## src/rtl/spram_ctrl.sv

```systemverilog
// rtl/spram_ctrl.sv - single-port RAM request controller with clear sweep and fixed-latency read responses
// Owns the spram port: sweeps it to clear_value after reset or on clear, then serves in-order requests.
module spram_ctrl #(
  parameter int                    address_width = 10,
  parameter int                    data_width    = 8,
  parameter logic [data_width-1:0] clear_value   = '0
) (
  input  logic                     clock,
  input  logic                     reset_n,
  input  logic                     clear,
  output logic                     busy,
  input  logic                     req_valid,
  output logic                     req_ready,
  input  logic                     req_write,
  input  logic [address_width-1:0] req_address,
  input  logic [data_width-1:0]    req_data,
  output logic                     rsp_valid,
  output logic [data_width-1:0]    rsp_data,
  output logic                     ram_wren,
  output logic [address_width-1:0] ram_address,
  output logic [data_width-1:0]    ram_data,
  input  logic [data_width-1:0]    ram_q
);

  localparam logic ST_CLEAR = 1'b0;
  localparam logic ST_IDLE  = 1'b1;

  logic                     state_q, state_d;
  logic [address_width-1:0] count_q, count_d;
  logic                     wren_q, wren_d;
  logic [address_width-1:0] addr_q, addr_d;
  logic [data_width-1:0]    data_q, data_d;
  logic [1:0]               pend_q, pend_d;
  logic                     accept;

  assign busy      = (state_q == ST_CLEAR);
  assign req_ready = (state_q == ST_IDLE) && !clear;
  assign accept    = req_valid && req_ready;

  assign ram_wren    = wren_q;
  assign ram_address = addr_q;
  assign ram_data    = data_q;

  // The RAM output is registered inside spram, so q is already aligned with stage 2.
  assign rsp_valid = pend_q[1];
  assign rsp_data  = ram_q;

  always_comb begin
    state_d = state_q;
    count_d = count_q;
    wren_d  = 1'b0;
    addr_d  = addr_q;
    data_d  = data_q;
    if (state_q == ST_CLEAR) begin
      wren_d  = 1'b1;
      addr_d  = count_q;
      data_d  = clear_value;
      count_d = count_q + 1'b1;
      if (&count_q) begin
        state_d = ST_IDLE;
        count_d = '0;
      end
    end else begin
      if (accept) begin
        wren_d = req_write;
        addr_d = req_address;
        if (req_write) begin
          data_d = req_data;
        end
      end
      if (clear) begin
        state_d = ST_CLEAR;
      end
    end
  end

  assign pend_d = {pend_q[0], accept && !req_write};

  always_ff @(posedge clock or negedge reset_n) begin
    if (!reset_n) begin
      state_q <= ST_CLEAR;
      count_q <= '0;
      wren_q  <= 1'b0;
      addr_q  <= '0;
      data_q  <= '0;
      pend_q  <= '0;
    end else begin
      state_q <= state_d;
      count_q <= count_d;
      wren_q  <= wren_d;
      addr_q  <= addr_d;
      data_q  <= data_d;
      pend_q  <= pend_d;
    end
  end

endmodule

```

## config.mk

```make
export PLATFORM = sky130hd
export DESIGN_NAME = spram_ctrl
export DESIGN_NICKNAME = d
export VERILOG_FILES = /design/src/rtl/spram_ctrl.sv
export SDC_FILE = /design/constraint.sdc
export NUM_CORES = 1
export LEC_CHECK = 0
export ABC_CLOCK_PERIOD_IN_PS = 1600
export BUFFER_PORTS_ARGS = -buffer_cell sky130_fd_sc_hd__buf_2
export CORE_UTILIZATION = 35
export DETAILED_ROUTE_END_ITERATION = 7
export GPL_TIMING_DRIVEN = 0
export PLACE_DENSITY_LB_ADDON = 0.2
export SYNTH_ARGS = -nofsm -noshare
export SYNTH_HDL_FRONTEND = slang
export SYNTH_SLANG_ARGS = --single-unit
```

## constraint.sdc

```tcl
create_clock -name clock -period 1.6 [get_ports clock]
set_input_delay 0.24 -clock clock [delete_from_list [all_inputs] [get_ports clock]]
set_output_delay 0.24 -clock clock [all_outputs]
set_load 0.005 [all_outputs]
```

==> Yosys cells after proc, flatten, opt, wreduce, memory -nomap -nowiden <==
Index checks and enable logic that the tools add are counted.
{ "word_totals": {"word_cells": 28, "input_bits": 31, "out_inout_bits": 30, "ff_bits": 32} }
{ "op_classes": {"bitwise_logic": 1, "n_reduce_logical": 7, "mux": 11, "add_sub_neg": 1, "eq_ne": 2} }
{ "op_table": {"columns": ["operator", "count"], "rows": [
  ["$mux W10", 3],
  ["$mux W8", 3],
  ["$add A10 B1 Y10 const B", 1],
  ["$reduce_and A10 Y1", 1],
  ["$mux W1", 5],
  ["$logic_and A1 B1 Y1", 3],
  ["$logic_not A1 Y1", 2],
  ["$ne A2 B1 Y1 const B", 1],
  ["$ne A2 B2 Y1 const B", 1],
  ["$reduce_and A2 Y1", 1],
  ["$not A1 Y1", 1]
]} }

==> Depth between registers and ports, before layout <==
Gate-level depths: netlist (run 1).
{ "depth": {"word_depth": 5, "ltp_mapped": 5, "depth_no_buf": 4} }

==> Worst setup path after synthesis (run 1) <==
Ideal clock, no wire load.
{ "synth_timing": {"kind": "reg-to-reg", "start": "register state_q", "end": "register addr_q[2], in the netlist ram_address[2]", "required_ps": 1473, "arrival_ps": 1184, "period_less_slack_ps": 1310, "path_buffers": 1, "setup_slack_ps": 290, "setup_time_ps": 127, "stages_incl_launch_ff": 5, "cell_sequence": "dfrtp_1 -> and3b_1 -> clkbuf_1 -> and2_1 -> a221o_2"} }
{ "synth_via": {"elab_chain_len": 3, "elab_cells_between_ends": 4, "cone_classes": "eq/ne (1); mux (1); reduce/logical (2)"} }
{ "synth_lines": {"columns": ["element", "line", "rtl"], "rows": [
  ["start: declaration", "28", "logic state_q, state_d;"],
  ["start signal: assignment", "88", "state_q <= state_d;"],
  ["$logic_and A1 B1 Y1", "37", "assign req_ready = (state_q == ST_IDLE) && !clear;"],
  ["$logic_and A1 B1 Y1", "38", "assign accept = req_valid && req_ready;"],
  ["$ne A2 B1 Y1 (no line)", null, null],
  ["end signal: assignment", "91", "addr_q <= addr_d;"],
  ["end: declaration", "31", "logic [address_width-1:0] addr_q, addr_d;"]
]} }
Parallel ways exist; a longest one is shown, timed or not.
A chain may end at the register's enable or synchronous reset.

==> Worst setup path after layout (run 1) <==
{ "layout_timing": {"start": "register state_q", "end": "output busy"} }
{ "layout_via": {"elab_chain_len": 1} }
{ "layout_lines": {"columns": ["element", "line", "rtl"], "rows": [
  ["$not A1 Y1", null, null],
  ["end: declaration", "11", "output logic busy,"]
]} }
Every way passes these cells.

==> metrics.yaml, run 1 <==
outcome:
  status: "finished clean"
yosys:
  synth.area.mux_share: 0
  syn_inst: 137
  synth_top_family_by_area: "simple AND/OR/NAND/NOR gates"
  yosys.area_share.simple: 0.211
  ys_ff_latch: 32
  async_flop_share: 1.00
  synth-seq-area-share: 0.545
  synth_cell_types: 34
  synth_xor_area_frac: 0.0298
  synth_nets: 169
  synthFlopType: "dfrtp_1"
  synthesis.area_sq_mm: 0.00147
  yosysWarnings: 0
  synth_area_per_cell_sq_um: 10.7
  synth_compound_area_frac: 0.144
  yosys.area_share.adder: 0.00852
  synth_edf_count: 0
floorplanning:
  initial_core_util: 0.365
  rows: 23
  die_width_um: 66.8
  die_h_um: 66.8
  ios: 61
  dieArea_sq_mm: 0.00446
  core_sq_mm: 0.00403
critical_path:
  endpoint_kind: "output port"
  crit_fanout: 10
  crit_type: "flip-flop to output port"
  crit_required_ns: 1.36
  startpoint_type: "flip-flop"
  cp.arrival_ns: 1.28
global_routing:
  grt_pass1_vias: 1113
  grt_max_degree: 33
  antenna_found_initial: 0
  grt-ovfl-total: 0
  grt.total_usage: 0.164
  grt_first_pass_wirelength_um: 5210
final_layout:
  layout_common_cells: "buf_2, dfrtp_1, nand2_1"
  area_growth_pct: 28.1
  drive_above_1_share: 0.388
  fillers: 404
  antennaDiodeCount: 0
  fin_area_sq_mm: 0.00188
  nets: 228
  layout_commonest_cell: "buf_2"
place:
  dp_hpwl_um: 2570
  routabilityCongestion: 0.849
  numPortBuffers: 52
  place_area_sq_mm: 0.00179
timing:
  setup_viol: 0
  hold_violations: 0
  fin_crit_sh: 0.948
  slew-limit-headroom: 0.539
  clock_skew_ns: 0.00461
  fmax_ghz: 0.659
  final.setup.tns_ns: 0
  rsz0062_at_grt: "no"
  worstMarginPinSlew_ns: 0.692
  final_max_slew_viol_count: 0
  period_needed_ns: 1.52
cts:
  cts_root_buf: "clkbuf_8"
  postCtsSetupBuffers: 0
  max-clock-path-buffers: 2
  cts_tree: "done"
  clock_sinks: 32
  clk_latency_ns: 0.28
  cts_max_level: 2
  cts-buffers-inserted: 5
  path_clk_slew_ns: 0.06
drt:
  via_count: 1234
  first_pass_iters: 4
  wl_um: 3320
  drt_iter0_markers: 74
  via_per_inst: 5.02
  drc: 0
  wl_per_cell_um: 13.5
  final_antenna_net_count: 0
worst_hold_path:
  hold_path_class: "input pin to async pin"
power:
  vdd_ir_drop_max_uv: 397
  p_leak_nw: 0.887
  power.density_mw_per_mm2: 1220
run:
  cap_viol_max_count: 0
report_power, final:
group,total [mW],leakage (nW),switching (mW),internal (mW)
sequential,1.19,0.393,0.210,0.985
clock,0.566,0.0410,0.272,0.295
combinational,0.531,0.453,0.236,0.295
total,2.29,0.887,0.717,1.57
kinds of logic (layout without fill, tap and decap cells):
| kind of cell | after synthesis | after routing |
|---|---|---|
| flip-flops | 32 | 32 |
| AO/OA/AOI/OAI | 28 | 28 |
| adder cells (fa/ha/maj) | 1 | 1 |
| XOR/XNOR | 5 | 5 |
| buffers and inverters | 15 | 74 |
| AND/OR/NAND/NOR | 56 | 56 |
worst max-delay path, stage by stage (launching register included):
cell	delay, ns
dfrtp_1	0.43
inv_1	0.10
buf_4	0.19
buf_6	0.16
buf_2	0.12
area by class of cell:
class                   instances  area (sq um)  area share
well taps                      50          62.6      0.0332
plain buffers                  13          91.3      0.0485
multi-input cells              90           581       0.309
inverters                       2          7.51     0.00399
clock inverters                 1          5.00     0.00266
clock buffers                   6          72.6      0.0386
repair buffers                 52           260       0.138
flip-flops and latches         32           802       0.426
per-stage QoR:
step	setup slack, ns	hold WS (ns)	cells	utilization	power (mW)
2_1_floorplan	0.290	-0.0556	137	-	1.49
5_1_grt	0.0188	0.0635	246	0.467	2.44
3_3_place_gp	0.139	0.318	239	0.445	1.72
3_5_place_dp	0.0843	0.333	239	0.445	1.74
6_report	0.0833	0.00500	246	0.467	2.29
4_1_cts	0.0257	0.0309	246	0.465	2.31
timing repair:
| action | 4_1_cts | 5_1_grt |
|---|---|---|
| hold buffers | 0 | 0 |
| endpoints found under the setup margin | 1 | 2 |
| resized for setup | 2 | 4 |
path summary, 6_finish.rpt:
kind	start	end	slack, ns	cells past startpoint
worst max-delay path	state_q$_DFF_PN0_	busy	0.08	4
worst min-delay path	reset_n	ram_address[6]$_DFFE_PN0P_	0.005	1
worst max register to register	state_q$_DFF_PN0_	ram_address[2]$_DFFE_PN0P_	0.09	4
worst min register to register	pend_q[0]$_DFF_PN0_	pend_q[1]$_DFF_PN0_	0.35	0
max in group asynchronous	reset_n	count_q[0]$_DFFE_PN0N_	1.11	1
min in group clock	req_write	pend_q[0]$_DFF_PN0_	0.14	2
flip-flops by register name, summed over array words and instances, names as in the netlist:
name and flops:
state_q 1, ram_address 10, ram_data 8, ram_wren 1, count_q 10, pend_q 2
cell usage after synthesis (all sizes together) (2+ instances only):
| cell type | instances | area, sq um |
|---|---|---|
| nand2 | 23 | 86.3 |
| o21ai | 3 | 15.0 |
| nand3 | 5 | 25.0 |
| o31ai | 2 | 15.0 |
| nor2 | 4 | 17.5 |
| a221o | 10 | 101 |
| xnor2 | 2 | 17.5 |
| buf | 11 | 75.1 |
| clkbuf | 2 | 7.51 |
| inv | 2 | 7.51 |
| or3 | 2 | 13.8 |
| xor2 | 3 | 26.3 |
| o311ai | 2 | 17.5 |
| nor2b | 3 | 18.8 |
| dfrtp | 32 | 801 |
| and2 | 8 | 50.1 |
| nand4b | 3 | 26.3 |
| a21oi | 8 | 40.0 |
layer usage:
| metal | track usage | wire length (um) | part of all wire |
|---|---|---|---|
| met1 | 0.188 | 1400 | 0.42 |
| met2 | 0.277 | 1690 | 0.51 |
| met3 | 0.0360 | 161 | 0.048 |
| met4 | 0.0957 | 68 | 0.020 |
| met5 | 0 | 0 | 0 |
(Power assumes the default switching activity.)
==> run 2: changes to the inputs <==
- PLACE_DENSITY: not set -> 0.58
- PLACE_DENSITY_LB_ADDON: 0.2 -> not set
==> metrics.yaml, run 2 (synthesis results as in run 1) <==
global_routing:
  grt_pass1_vias: 1165  # +4.7%
  grt-ovfl-total: 0  # unchanged
  grt_first_pass_wirelength_um: 5310  # +2.0%
  antenna_found_initial: 0  # unchanged
  grt.total_usage: 0.163  # about the same
  grt_max_degree: 33  # unchanged
critical_path:
  crit_type: "flip-flop to output port"
  crit_chain: "inv_1 > buf_4 > buf_6 > buf_2"
  cp_top_family: "buffers and inverters"
  slowest_delay_ns: 0.43  # about the same
  crit_fanout: 10  # unchanged
  cp.arrival_ns: 1.28  # about the same
  startpoint_type: "flip-flop"
  crit_required_ns: 1.36  # about the same
  endpoint_kind: "output port"
  critical-path-slowest-cell: "dfrtp_1"
  critPathBufInv: 4  # unchanged
worst_hold_path:
  hold_path_class: "input pin to async pin"
cts:
  path_clk_slew_ns: 0.06  # about the same
  clock_sinks: 32  # unchanged
  cts_max_level: 2  # unchanged
  cts_root_buf: "clkbuf_8"
  max-clock-path-buffers: 2  # unchanged
  cts-buffers-inserted: 5  # unchanged
  clk_latency_ns: 0.28  # about the same
  cts_tree: "done"
final_layout:
  antennaDiodeCount: 0  # unchanged
  nets: 229  # +0.44%
  fin_area_sq_mm: 0.00191  # +1.5%
  area_growth_pct: 30.0
  layout_commonest_cell: "buf_2"
  finalNonFillerCells: 247  # +0.41%
  layout_common_cells: "buf_2, dfrtp_1, nand2_1"
  drive_above_1_share: 0.401  # +0.0133
  fin_util: 0.474  # +0.00683
place:
  numPortBuffers: 52  # unchanged
  placed_cells: 239  # unchanged
  place_area_sq_mm: 0.00179  # unchanged
  dp_hpwl_um: 2540  # -0.95%
  routabilityCongestion: 0.848  # -0.15%
power:
  vdd_ir_drop_max_uv: 517  # +30%
  p_leak_nw: 0.901  # +1.6%
  power.density_mw_per_mm2: 1250  # +2.9%
timing:
  hold_slack_ns: 0.0133  # +0.00832 ns
  slew-limit-headroom: 0.523  # -0.0153
  rsz0062_at_grt: "no"
  clock_skew_ns: 0.00200  # -0.00261 ns
  setup_viol: 0  # unchanged
  fin_crit_sh: 0.947  # -0.000951
  fmax_ghz: 0.660  # +0.10%
  final.setup.tns_ns: 0  # unchanged
  worstMarginPinSlew_ns: 0.715  # +0.0230 ns
  period_needed_ns: 1.52  # -0.00152 ns
  hold_violations: 0  # unchanged
  final_max_slew_viol_count: 0  # unchanged
drt:
  final_antenna_net_count: 0  # unchanged
  via_per_inst: 5.06  # +0.89%
  wl_um: 3470  # +4.4%
  wl_per_cell_um: 14.0  # +4.0%
  drt_iter0_markers: 61  # -18%
  via_count: 1250  # +1.3%
  drc: 0  # unchanged
  first_pass_iters: 4  # unchanged
floorplanning:
  initial_core_util: 0.365  # unchanged
  ios: 61  # unchanged
  die_width_um: 66.8  # unchanged
  die_h_um: 66.8  # unchanged
  dieArea_sq_mm: 0.00446  # unchanged
  rows: 23  # unchanged
  core_sq_mm: 0.00403  # unchanged
run:
  cap_viol_max_count: 0  # unchanged
outcome:
  status: "finished clean"
## run 2: layout make-up
type / instances / area, sq um
Fill cell: 402 / 2120
Sequential cell: 32 / 803
Multi-Input combinational cell: 90 / 581
Timing Repair Buffer: 53 / 268
Clock buffer: 7 / 96.3
Buffer: 13 / 91.3
Tap cell: 50 / 62.6
Inverter: 2 / 7.51
## run 2: path summary, 6_finish.rpt
check | startpoint | to | slack, ns | depth (start not counted)
min in group clock | req_write | pend_q[0]$_DFF_PN0_ | 0.16 | 2
hold reg to reg | pend_q[0]$_DFF_PN0_ | pend_q[1]$_DFF_PN0_ | 0.36 | 0
setup reg to reg | state_q$_DFF_PN0_ | ram_address[2]$_DFFE_PN0P_ | 0.11 | 4
setup / recovery | state_q$_DFF_PN0_ | busy | 0.08 | 4
hold / removal | reset_n | pend_q[1]$_DFF_PN0_ | 0.01 | 1
max in group asynchronous | reset_n | count_q[0]$_DFFE_PN0N_ | 1.08 | 1
## run 2: stage by stage
step | total power, mW | worst slack (ns)
final | 2.39 | 0.0848
after floorplan | 1.49 | 0.290
after detailed placement | 1.74 | 0.0895
after global routing | 2.54 | 0.000575
after global placement | 1.72 | 0.105
after CTS | 2.42 | 0.0447
## run 2: where the power goes
part | internal [mW] | switching (mW) | total, mW
clock | 0.383 | 0.284 | 0.667
sequential | 0.987 | 0.207 | 1.19
combinational | 0.296 | 0.237 | 0.533
## run 2: repair_timing
item | CTS | global route
gates cloned | 0 | 0
setup buffers | 0 | 1
gates resized for setup | 2 | 5
pin swaps | 0 | 0
hold buffers | 0 | 0
endpoints found under the setup margin | 1 | 5
## run 2: routing by layer
layer  part of all wire  wire (um)  vias to the layer above  GRT usage
li1                   -          -                      597          -
met1               0.43       1480                      594      0.197
met2               0.49       1690                       56      0.280
met3              0.075        261                        3     0.0411
met4             0.0092         32                        0     0.0559
met5                  0          0                        -          0
==> run 3: changes to the inputs <==
- GPL_TIMING_DRIVEN: 0 -> 1
==> metrics.yaml, run 3 (synthesis results as in run 1) <==
power:
  combPwrFrac: 0.245  # +0.022
  clockPowerShare: 0.246  # -0.033
  vdd_ir_drop_max_uv: 523  # +1.1%
  intPower_mw: 1.58  # -5.0%
  seq_power_share: 0.509  # +0.010
  power.density_mw_per_mm2: 1280  # +1.8%
  p_leak_nw: 0.834  # -7.5%
  power_switching_mw: 0.730  # +0.24%
  swShare: 0.316  # +0.0114
run:
  cap_viol_max_count: 0  # unchanged
critical_path:
  cp.arrival_ns: 1.30  # +0.02 ns
  critPathBufInv: 3  # -1
  r2r-end: "ram_address[2]$_DFFE_PN0P_"
  slowest_delay_ns: 0.41  # -0.02 ns
  timing.rr.start: "state_q$_DFF_PN0_"
  crit_chain: "clkinvlp_4 > buf_4 > buf_2"
  crit_required_ns: 1.36  # about the same
  crit_type: "flip-flop to output port"
  critical-path-slowest-cell: "dfrtp_1"
  startpoint_type: "flip-flop"
  cp_top_family: "buffers and inverters"
  endpoint_kind: "output port"
  reg2regPathDepth: 3  # -1
  ff2ff_setup_slack_ns: 0.14  # +0.03 ns
  crit_fanout: 11  # +1
timing:
  hold_violations: 0  # unchanged
  worstMarginPinSlew_ns: 0.407  # -0.308 ns
  fmax_ghz: 0.648  # -1.8%
  slew-limit-headroom: 0.728  # +0.205
  final_max_slew_viol_count: 0  # unchanged
  hold_slack_ns: 0.163  # +0.150 ns
  setup_viol: 0  # unchanged
  fin_crit_sh: 0.964  # +0.0174
  period_needed_ns: 1.54  # +0.0279 ns
  rsz0062_at_grt: "yes"
  clock_skew_ns: 0.00370  # +0.00170 ns
drt:
  first_pass_iters: 4  # unchanged
  wl_um: 3280  # -5.6%
  via_per_inst: 5.09  # +0.60%
  drc: 0  # unchanged
  via_count: 1176  # -5.9%
  final_antenna_net_count: 0  # unchanged
  wl_per_cell_um: 14.2  # +0.98%
  drt_iter0_markers: 57  # -6.6%
final_layout:
  antennaDiodeCount: 0  # unchanged
  fillers: 388  # -3.5%
  regArea_sq_um: 801  # -0.31%
  finalNonFillerCells: 231  # -6.5%
  layout_common_cells: "buf_2, dfrtp_1, nand2_1"
  drive_above_1_share: 0.343  # -0.0585
  layout_commonest_cell: "buf_2"
  multi_input_area_sq_um: 581  # unchanged
  nets: 213  # -7.0%
  area_growth_pct: 23.4
cts:
  clock_sinks: 32  # unchanged
  clk_latency_ns: 0.28  # about the same
  cts_max_level: 2  # unchanged
  max-clock-path-buffers: 2  # unchanged
  cts_tree: "done"
  cts-buffers-inserted: 5  # unchanged
  cts_root_buf: "clkbuf_8"
  path_clk_slew_ns: 0.06  # about the same
floorplanning:
  initial_core_util: 0.365  # unchanged
  ios: 61  # unchanged
  dieArea_sq_mm: 0.00446  # unchanged
  die_width_um: 66.8  # unchanged
  core_sq_mm: 0.00403  # unchanged
  die_h_um: 66.8  # unchanged
  rows: 23  # unchanged
global_routing:
  grt_first_pass_wirelength_um: 5350  # +0.77%
  grt_pass1_vias: 1123  # -3.6%
  grt.total_usage: 0.163  # -0.000669
  antenna_found_initial: 0  # unchanged
  grt-ovfl-total: 0  # unchanged
  grt_max_degree: 33  # unchanged
worst_hold_path:
  min-delay-start: "req_write"
  holdPathStages: 2
  hold_path_class: "input pin to flip-flop"
  hold_end: "pend_q[0]$_DFF_PN0_"
place:
  placed_cells: 223  # -6.7%
  numPortBuffers: 44  # -15%
  routabilityCongestion: 0.782  # -7.8%
  dp_hpwl_um: 2440  # -4.0%
outcome:
  status: "finished clean"
==> run 3: cell count changes in the layout (fill, tap and decap cells not counted), sizes merged <==
cell         previous run  this run
buf                    64        49
clkbuf                  9         6
clkinv                  0         1
clkinvlp                0         1
dlygate4sd3             0         1
inv                     2         1
==> run 3: how the worst max path moves through the flow <==
stage,start,endpoint,slack [ns],cells after the start
floorplan,state_q$_DFF_PN0_,ram_address[2]$_DFFE_PN0P_,0.29,4
global placement,clear,ram_address[2]$_DFFE_PN0P_,0.16,4
detailed placement,clear,ram_address[2]$_DFFE_PN0P_,0.14,4
CTS,state_q$_DFF_PN0_,busy,0.02,3
global route,state_q$_DFF_PN0_,busy,-0.0006,3
finish,state_q$_DFF_PN0_,busy,0.06,3
==> run 3: layout make-up <==
cell class	instances	area share
tap	50	0.0345
inverter	2	0.00621
sequential	32	0.442
multi-input combinational	90	0.320
clock buffer	6	0.0400
clock inverter	1	0.00276
timing repair buffer	50	0.155
==> run 3: power groups by stage <==
stage | logic (mW) | clock network (mW) | registers, mW
final | 0.566 | 0.568 | 1.18
after floorplan | 0.326 | 0 | 1.17
after global placement | 0.543 | 0 | 1.19
after CTS | 0.566 | 0.584 | 1.18
after detailed placement | 0.565 | 0 | 1.19
after global routing | 0.635 | 0.625 | 1.20
==> run 3: per-stage QoR <==
step / instance area, sq um / util / TNS (ns) / setup slack [ns] / total power [mW]
after floorplan: 1470 / - / 0 / 0.290 / 1.49
after global placement: 1720 / 0.427 / 0 / 0.159 / 1.73
after detailed placement: 1720 / 0.427 / 0 / 0.139 / 1.75
after CTS: 1810 / 0.448 / 0 / 0.0231 / 2.33
after global routing: 1810 / 0.450 / -0.000587 / -0.000587 / 2.46
final: 1810 / 0.450 / 0 / 0.0569 / 2.31
==> run 3: worst register-to-register path, stage by stage, from the launching register on <==
cell and delay, ns:
dfrtp_1 0.41, and3b_1 0.39, nor2_2 0.17, a221o_2 0.38
==> run 3: layer usage <==
layer	part of all wire	track usage	vias up
met5	0	0	-
met4	0.013	0.0399	0
met3	0.087	0.0616	9
met2	0.46	0.255	47
met1	0.44	0.210	551
li1	-	-	569
==> run 3: repair_timing <==
action / in CTS / in global routing
hold buffers: 1 / 0
gates resized for setup: 0 / 4
buffers inserted: 0 / 0
endpoints found under the setup margin: 0 / 3
hold endpoints to repair: 32 / 0
